<file path="config.mk">
export PLATFORM = sky130hd
export DESIGN_NAME = sha256_msg_feeder
export DESIGN_NICKNAME = d
export VERILOG_FILES = /design/src/rtl/sha256_pkg.sv /design/src/rtl/sha256_block_packer.sv /design/src/rtl/sha256_msg_feeder.sv
export SDC_FILE = /design/constraint.sdc
export NUM_CORES = 2
export LEC_CHECK = 0
export BUFFER_PORTS_ARGS = -buffer_cell sky130_fd_sc_hd__buf_2
export CAP_MARGIN = 20
export CORE_AREA = 2 2 503 505
export CTS_CLUSTER_SIZE = 10
export DETAILED_ROUTE_END_ITERATION = 16
export DIE_AREA = 0 0 505 507
export PLACE_DENSITY_LB_ADDON = 0.15
export SYNTH_ARGS = -nofsm -noshare
export SYNTH_HDL_FRONTEND = slang
export SYNTH_SLANG_ARGS = --single-unit
export TNS_END_PERCENT = 10
</file>
<file path="constraint.sdc">
create_clock -name clk -period 39.3 [get_ports clk]
set_clock_uncertainty 0.05 [all_clocks]
set_input_delay 7.86 -clock clk [delete_from_list [all_inputs] [get_ports clk]]
set_output_delay 7.86 -clock clk [all_outputs]
set_load 0.01 [all_outputs]
</file>
<file path="src/rtl/sha256_pkg.sv">
// Shared types and constants for the SHA-256 byte-stream feeder.
// Holds the initial hash value, FSM states and block geometry.
package sha256_pkg;

  localparam int BLK_W     = 512;
  localparam int BLK_BYTES = 64;
  localparam int LEN_OFF   = 56;

  localparam logic [255:0] H_0 = {
    32'h6a09e667, 32'hbb67ae85, 32'h3c6ef372, 32'ha54ff53a,
    32'h510e527f, 32'h9b05688c, 32'h1f83d9ab, 32'h5be0cd19
  };

  typedef enum logic [2:0] {
    S_IDLE,
    S_FILL,
    S_PAD,
    S_LEN,
    S_ISSUE,
    S_WAIT,
    S_DONE
  } state_t;

  typedef enum logic [1:0] {
    OP_NOP,
    OP_WR,
    OP_PAD,
    OP_LEN
  } pk_op_t;

endpackage

</file>
<file path="src/rtl/sha256_block_packer.sv">
// 64-byte block register with byte-write, pad and length-insert ops.
// Byte 0 of the block sits at the top of o_block.
module sha256_block_packer
  import sha256_pkg::*;
(
  input  logic             clk,
  input  logic             rst,
  input  pk_op_t           i_op,
  input  logic [5:0]       i_idx,
  input  logic [7:0]       i_data,
  input  logic             i_len_en,
  input  logic [63:0]      i_bitlen,
  output logic [BLK_W-1:0] o_block
);

  logic [7:0]       r_mem [BLK_BYTES];
  logic [BLK_W-1:0] w_lenblk;

  // Length field laid out as a full block so every byte index is in range
  assign w_lenblk = {{(BLK_W-64){1'b0}}, i_bitlen};

  always_ff @(posedge clk or posedge rst) begin
    if (rst) begin
      for (int i = 0; i < BLK_BYTES; i++) begin
        r_mem[i] <= 8'h00;
      end
    end else begin
      for (int i = 0; i < BLK_BYTES; i++) begin
        unique case (i_op)
          OP_WR: begin
            if (i == int'(i_idx)) r_mem[i] <= i_data;
          end
          OP_PAD: begin
            if (i == int'(i_idx)) begin
              r_mem[i] <= 8'h80;
            end else if (i > int'(i_idx)) begin
              r_mem[i] <= i_len_en ?
                w_lenblk[BLK_W-1-8*i -: 8] : 8'h00;
            end
          end
          OP_LEN: begin
            r_mem[i] <= w_lenblk[BLK_W-1-8*i -: 8];
          end
          default: ;
        endcase
      end
    end
  end

  for (genvar g = 0; g < BLK_BYTES; g++) begin : g_out
    assign o_block[BLK_W-1-8*g -: 8] = r_mem[g];
  end

endmodule

</file>
<file path="src/rtl/sha256_msg_feeder.sv">
// SHA-256 message feeder: packs bytes, pads, chains H, emits digest.
// Optional watchdog on the core handshake: SHA256_FEEDER_WATCHDOG_EN.
module sha256_msg_feeder
  import sha256_pkg::*;
#(
  parameter int LEN_W     = 32,
  parameter int WD_CYCLES = 255
) (
  input  logic             clk,
  input  logic             rst,
  input  logic [7:0]       in_data,
  input  logic             in_valid,
  input  logic             in_last,
  output logic             in_ready,
  output logic [BLK_W-1:0] M_out,
  output logic [255:0]     H_chain,
  output logic             core_valid,
  input  logic [255:0]     core_H,
  input  logic             core_done,
  output logic [255:0]     digest,
  output logic             digest_valid,
  output logic             busy
`ifdef SHA256_FEEDER_WATCHDOG_EN
  ,
  output logic             wd_err
`endif
);

  state_t           r_state;
  state_t           w_next;
  logic [6:0]       r_idx;
  logic [LEN_W-1:0] r_byte_cnt;
  logic             r_final;
  logic             r_pad_pend;
  logic             r_len_pend;
  logic [255:0]     r_H_chain;
  logic [255:0]     r_digest;
  logic             w_xfer;
  logic             w_len_en;
  logic [63:0]      w_bitlen;
  pk_op_t           w_op;

  assign in_ready = !rst && (r_idx < 7'd64) &&
                    (r_state == S_IDLE || r_state == S_FILL);
  assign w_xfer   = in_valid && in_ready;
  assign w_bitlen = 64'(r_byte_cnt) << 3;
  assign w_len_en = (r_idx <= 7'(LEN_OFF - 1));
  assign H_chain  = r_H_chain;
  assign digest   = r_digest;

`ifdef SHA256_FEEDER_WATCHDOG_EN
  localparam int WD_W = (WD_CYCLES > 1) ? $clog2(WD_CYCLES + 1) : 1;
  logic [WD_W-1:0] r_wd_cnt;
  logic            w_wd_hit;
  assign w_wd_hit = (r_wd_cnt == WD_W'(WD_CYCLES - 1));

  always_ff @(posedge clk or posedge rst) begin
    if (rst) r_wd_cnt <= '0;
    else if (r_state == S_WAIT) r_wd_cnt <= r_wd_cnt + 1'b1;
    else r_wd_cnt <= '0;
  end
`else
  logic w_unused_wd;
  assign w_unused_wd = |32'(WD_CYCLES);
`endif

  always_ff @(posedge clk or posedge rst) begin
    if (rst) r_state <= S_IDLE;
    else r_state <= w_next;
  end

  always_comb begin
    w_next       = r_state;
    w_op         = OP_NOP;
    core_valid   = 1'b0;
    digest_valid = 1'b0;
    busy         = (r_state != S_IDLE);
`ifdef SHA256_FEEDER_WATCHDOG_EN
    wd_err       = 1'b0;
`endif
    unique case (r_state)
      S_IDLE: begin
        if (w_xfer) begin
          w_op   = OP_WR;
          w_next = in_last ? S_PAD : S_FILL;
        end
      end
      S_FILL: begin
        if (w_xfer) begin
          w_op = OP_WR;
          if (r_idx == 7'd63) w_next = S_ISSUE;
          else if (in_last) w_next = S_PAD;
        end
      end
      S_PAD: begin
        w_op   = OP_PAD;
        w_next = S_ISSUE;
      end
      S_LEN: begin
        w_op   = OP_LEN;
        w_next = S_ISSUE;
      end
      S_ISSUE: begin
        core_valid = 1'b1;
        w_next     = S_WAIT;
      end
      S_WAIT: begin
        if (core_done) begin
          if (r_final) w_next = S_DONE;
          else if (r_pad_pend) w_next = S_PAD;
          else if (r_len_pend) w_next = S_LEN;
          else w_next = S_FILL;
        end
`ifdef SHA256_FEEDER_WATCHDOG_EN
        else if (w_wd_hit) begin
          wd_err = 1'b1;
          w_next = S_IDLE;
        end
`endif
      end
      S_DONE: begin
        digest_valid = 1'b1;
        w_next       = S_IDLE;
      end
      default: w_next = S_IDLE;
    endcase
  end

  always_ff @(posedge clk or posedge rst) begin
    if (rst) begin
      r_idx      <= '0;
      r_byte_cnt <= '0;
      r_final    <= 1'b0;
      r_pad_pend <= 1'b0;
      r_len_pend <= 1'b0;
      r_H_chain  <= '0;
      r_digest   <= '0;
    end else begin
      unique case (r_state)
        S_IDLE: begin
          r_H_chain  <= H_0;
          r_final    <= 1'b0;
          r_pad_pend <= 1'b0;
          r_len_pend <= 1'b0;
          r_idx      <= w_xfer ? 7'd1 : 7'd0;
          r_byte_cnt <= w_xfer ? LEN_W'(1) : '0;
        end
        S_FILL: begin
          if (w_xfer) begin
            r_idx      <= r_idx + 7'd1;
            r_byte_cnt <= r_byte_cnt + 1'b1;
            // Last byte filled the block: padding goes in a fresh block
            if (in_last && r_idx == 7'd63) r_pad_pend <= 1'b1;
          end
        end
        S_PAD: begin
          r_final    <= w_len_en;
          r_len_pend <= !w_len_en;
        end
        S_LEN: r_final <= 1'b1;
        S_WAIT: begin
          if (core_done) begin
            r_H_chain  <= core_H;
            r_idx      <= '0;
            r_pad_pend <= 1'b0;
            r_len_pend <= 1'b0;
            if (r_final) r_digest <= core_H;
          end
        end
        S_DONE: r_idx <= '0;
        default: ;
      endcase
    end
  end

  sha256_block_packer u_packer (
    .clk      (clk),
    .rst      (rst),
    .i_op     (w_op),
    .i_idx    (r_idx[5:0]),
    .i_data   (in_data),
    .i_len_en (w_len_en),
    .i_bitlen (w_bitlen),
    .o_block  (M_out)
  );

endmodule
</file>
; Yosys cells after proc, flatten, opt, wreduce, memory -nomap -nowiden
; Index checks and enable logic that the tools add are counted.
[totals]
reg_bits = 1069
inputBits = 269
out_inout_bits = 1028
[classes]
n_addsub = 2
n_lt_le_gt_ge = 65
eq_ne = 206
mux = 289
n_reduce_logical = 90
[ops]
columns = cell, count
row1 = 2-to-1 mux 8 bit, 195
row2 = one-hot mux 8 bit (3 select lines), 64
row3 = one-hot mux 256 bit (2 select lines), 1
row4 = 2-to-1 mux 256 bit, 1
row5 = AND reduction 3 bit, 66
row6 = "equality test 6 bit, first input constant", 32
row7 = "> comparator 6 bit, first input constant", 32
row8 = "!= test 3 x 1 -> 1 bit, second input constant", 63
row9 = "!= test 2 x 1 -> 1 bit, second input constant", 66
row10 = "equality test 5 x 6 -> 1 bit, first input constant", 16
row11 = "> comparator 5 x 6 -> 1 bit, first input constant", 16
row12 = one-hot mux 32 bit (2 select lines), 1
row13 = "equality test 4 x 6 -> 1 bit, first input constant", 8
row14 = "> comparator 4 x 6 -> 1 bit, first input constant", 8
row15 = "adder 32 x 1 -> 32 bit, second input constant", 1
row16 = 2-to-1 mux 32 bit, 1
row17 = one-hot mux 7 bit (4 select lines), 1
row18 = "equality test 3 x 6 -> 1 bit, first input constant", 4
row19 = "> comparator 3 x 6 -> 1 bit, first input constant", 4
row20 = 2-to-1 mux 3 bit, 7
row21 = one-hot mux 3 bit (5 select lines), 1
row22 = nonzero test 3 bit, 5
row23 = 2-to-1 mux 7 bit, 2
row24 = "equality test 2 x 6 -> 1 bit, first input constant", 2
row25 = 28 further kinds, 55

; Logic depth before layout (Yosys ltp)
[depth]
depth_word = 9
ltp_mapped = 9
depth_no_buf = 6

; Cells and area by module
; A second synthesis with hierarchy kept.
[hier_totals]
cells_unflattened = 3647
area_unflattened_um2 = 45413.6
[by_module_without_submodules]
columns = module, instances, cells_each, area_each_um2, seq_area_each_um2
row1 = sha256_msg_feeder, 1, 1963, 23117.2, 13938.4
row2 = sha256_block_packer, 1, 1684, 22296.4, 12812.3

; Least setup slack after synthesis
; Ideal clock, no wire load.
[synth_path]
path_kind = input -> output
startpoint = input rst
endpoint = output in_ready
arrival_ns = 8.213
t_required_ns = 31.390
slack_ns = 23.177
path_stages = 1
path_buffers = 0
path_cell_list = nor4_1
[synth_between]
elab_chain_cells = 3
[synth_lines]
columns = element, line_no
row1 = start: declaration, sha256_msg_feeder.sv:10  ; input logic rst,
row2 = logical NOT 1 bit (no line), n/a
row3 = logical AND 1 bit (2 in a row), sha256_msg_feeder.sv:43  ; assign in_ready = !rst && (r_idx < 7'd64) &&
row4 = end: declaration, sha256_msg_feeder.sv:14  ; output logic in_ready,
; Every way passes these cells.

; Final worst setup path
; Ends and elaborated chain as after synthesis.

==> impl_metrics.json <==
{
  "worstPathRequired_ns": 31.39,
  "drcViolationCount": 0,
  "grt_pass1_wl_microns": 312900,
  "cts_hold_buf": 0,
  "clkSlewWorstSetupHoldPaths_ns": 0.05,
  "synth_cell_types": 87,
  "root_buffer": "clkbuf_16",
  "cts_made_buffers": 140,
  "post_cts_resize_count": 0,
  "post-route-worst-setup-slack_ns": 22.98,
  "core_area_sq_um": 250500,
  "drtIter0Drc": 2120,
  "yosys_warnings": 0,
  "cp_max_fo": 6,
  "peakVddDrop_v": 0.00006972,
  "first_pass_iters": 5,
  "fp.dieW_microns": 505,
  "p_leak_nw": 28.10,
  "cts_setup_buffers": 0,
  "antenna_left": 0,
  "grt_antenna_before_repair": 83,
  "clock_path_buffers": 3,
  "tns_ns": 0,
  "setup_viol": 0,
  "yosysSeqAreaShare_pct": 61.40,
  "crit_family": "buffers and inverters",
  "crit_path_start_kind": "input pin",
  "crit_type": "input pin to output port",
  "r2r-start": "r_state[0]$_DFFE_PP0P_",
  "regToRegSetupSlack_ns": 34.75,
  "period_share_pct": 41.53,
  "grt_max_degree": 161,
  "routed_wl_microns": 231800,
  "arrival_ns": 8.41,
  "synth_edf_count": 0,
  "pin_count": 1297,
  "maxSlewHeadroom_pct": 22.11,
  "cpMaxStageDelayCell": "nor4_1",
  "r2r_end": "digest[213]$_DFFE_PP0P_",
  "placementRows": 184,
  "hp-class": "flip-flop to flip-flop",
  "ys_seq_elements": 1069,
  "gp_congestion": 0.8316,
  "min_period_ns": 16.32,
  "tightest_slew_ns": 1.152,
  "crit_top_cell": "buf_2",
  "p_per_area_nw_per_um2": 90.01,
  "dp_hpwl_microns": 174100,
  "via_count": 33860,
  "rsz0062_at_grt": "false",
  "async_flop_share_pct": 100.0,
  "synth_ff_type": "dfrtp_1",
  "chipHeight_microns": 507,
  "netlist_area_sq_um": 43570,
  "synthToLayoutAreaGrowth_pct": 34.19,
  "rr_worst_depth": 7,
  "min_from": "H_chain[219]$_DFFE_PP0P_",
  "worstHoldPathCells": 2,
  "final_nets": 4997,
  "syn_avg_cell_area_sq_um": 12.58,
  "path_buf_inv": 2,
  "hold_viol_final": 0,
  "overflow": 0,
  "dp_slack_ns": 22.98,
  "grt_pass1_vias": 34430,
  "start_util_pct": 17.39,
  "viasPerCell": 4.134,
  "htreeDepth": 4,
  "holdPathEnd": "H_chain[219]$_DFFE_PP0P_",
  "cp_num_cells": 3,
  "cpPeakStageDelay_ns": 0.20,
  "clock.fmax_mhz": 61.26,
  "grtUsageTotal_pct": 17.54,
  "synth_nets": 3738,
  "cap_violations": 0,
  "die_area_sq_um": 256000,
  "drive_above_1_share_pct": 50.00,
  "cts.sinks": 1069,
  "io_buffer_count": 1296,
  "status": "complete, no violations",
  "crit_chain": "buf_2 -> nor4_1 -> buf_2",
  "clk_latency_ns": 0.81,
  "crit_path_end_kind": "output port",
  "slew_violations": 0,
  "wl_per_cell_microns": 28.30,
  "synthCells": 3463,
  "cts_tree": "yes",
  "n_fill_cell": 27280
}
==> layer usage <==
layer | wire length, microns | track usage, % | vias to the layer above
met5 | 350 | 0 | -
met4 | 8869 | 6.737 | 56
met3 | 17510 | 5.820 | 345
met2 | 116600 | 30.63 | 1259
met1 | 88440 | 19.66 | 17570
li1 | - | - | 14630
==> Yosys cell counts (5+ instances only) <==
master	n	share of area [%]
ha_1	6	0.17
and4_1	5	0.10
o22ai_1	14	0.20
o21ai_0	230	2.6
nor2_1	24	0.21
a22o_1	9	0.18
mux2i_1	11	0.25
and3_1	5	0.072
clkbuf_1	167	1.4
a21oi_2	16	0.32
a31oi_1	7	0.10
buf_2	49	0.56
inv_1	20	0.17
a21oi_1	41	0.47
mux2_2	751	19
and2_1	11	0.16
o31ai_1	22	0.38
dfrtp_1	1069	61
or3_1	6	0.086
a211oi_1	7	0.12
or2_2	7	0.10
nor2b_1	11	0.16
nor4_1	9	0.13
nand4_1	9	0.13
o21ai_2	11	0.22
o22ai_2	17	0.49
o211ai_1	7	0.12
nor3_1	13	0.15
or4_1	11	0.19
nand2_1	606	5.2
o21a_1	9	0.16
buf_1	24	0.21
nand3_1	154	1.8
==> sequential cells by signal (all words and copies together), names as in the netlist <==
name and count:
r_pad_pend 1, u_packer.o_block 512, r_state 3, r_idx 7, r_len_pend 1, r_byte_cnt 32, H_chain 256, r_final 1
digest 256
==> where the power goes <==
group	switching (mW)	internal (mW)
Combinational	1.40	0.824
Clock	0.540	0.740
Sequential	0.224	1.54
Total	2.16	3.10
==> cell families (layout without fill, tap and decap cells) <==
kind of cell               after synthesis  in the layout  share of synthesized area (%)
muxes                                  763            763                          19.69
AOI/OAI and AO/OA                      452            452                          7.004
and+or+nand+nor                        905            905                          9.184
adders and majority gates                6              6                         0.1723
xor gates and xnor gates                 5              5                         0.1005
other                                    0             26                              0
buffers and inverters                  263           1618                          2.450
DFF                                   1069           1069                          61.40
==> worst reg2reg max path, cell delays in order, from the launching register on <==
cell and delay (ns):
dfrtp_1 0.35, buf_4 0.43, nor2b_1 0.41, and2_4 0.40
and3_4 0.66, buf_4 0.75, buf_4 0.89, mux2_2 0.47
==> layout make-up <==
type	count	area, sq um	share of cell area, %
Clock buffer	211	4113	7.035
Inverter	20	82.58	0.1413
Multi-Input combinational cell	2131	15840	27.10
Timing Repair Buffer	1360	7017	12.00
Tap cell	3348	4189	7.165
Antenna cell	26	65.06	0.1113
Clock inverter	27	400.4	0.6849
Sequential cell	1069	26750	45.76
==> cell usage in the layout, fill, tap and decap left out, types with 16 or more instances in the layout <==
cell type  netlist  routed
buf_2           49    1296
clkbuf_16        0     142
nand3_1        154     154
o22ai_2         17      17
buf_4            1      60
o31ai_1         22      21
a21oi_2         16      16
nand2_1        606     605
a21oi_1         41      40
mux2_2         751     751
clkbuf_8         0      30
diode_2          0      26
inv_1           20      19
dfrtp_1       1069    1068
clkbuf_1       167      39
o21ai_0        230     230
nor2_1          24      24
==> through the flow <==
step / total power, mW / instances / hold slack [ns] / cell area [sq um] / utilization [%]
2_1_floorplan: 2.897 / 3463 / 0.4269 / 43570 / -
3_3_place_gp: 4.050 / 7928 / 0.3972 / 53880 / 21.51
3_5_place_dp: 4.073 / 7928 / 0.4002 / 53880 / 21.51
4_1_cts: 5.392 / 8166 / 0.4127 / 58400 / 23.31
5_1_grt: 5.577 / 8179 / 0.4278 / 58430 / 23.33
6_report: 5.262 / 8192 / 0.4061 / 58460 / 23.34
==> worst max-delay path by stage <==
stage	start	end	slack (ns)
after CTS	rst	in_ready	22.98
final	rst	in_ready	22.98
after detailed placement	rst	in_ready	22.98
after floorplan	rst	H_chain[0]$_DFFE_PP0P_	1.30
after global routing	rst	in_ready	22.93
after global placement	rst	in_ready	22.99
No activity file was read; power rests on OpenSTA's default activity.
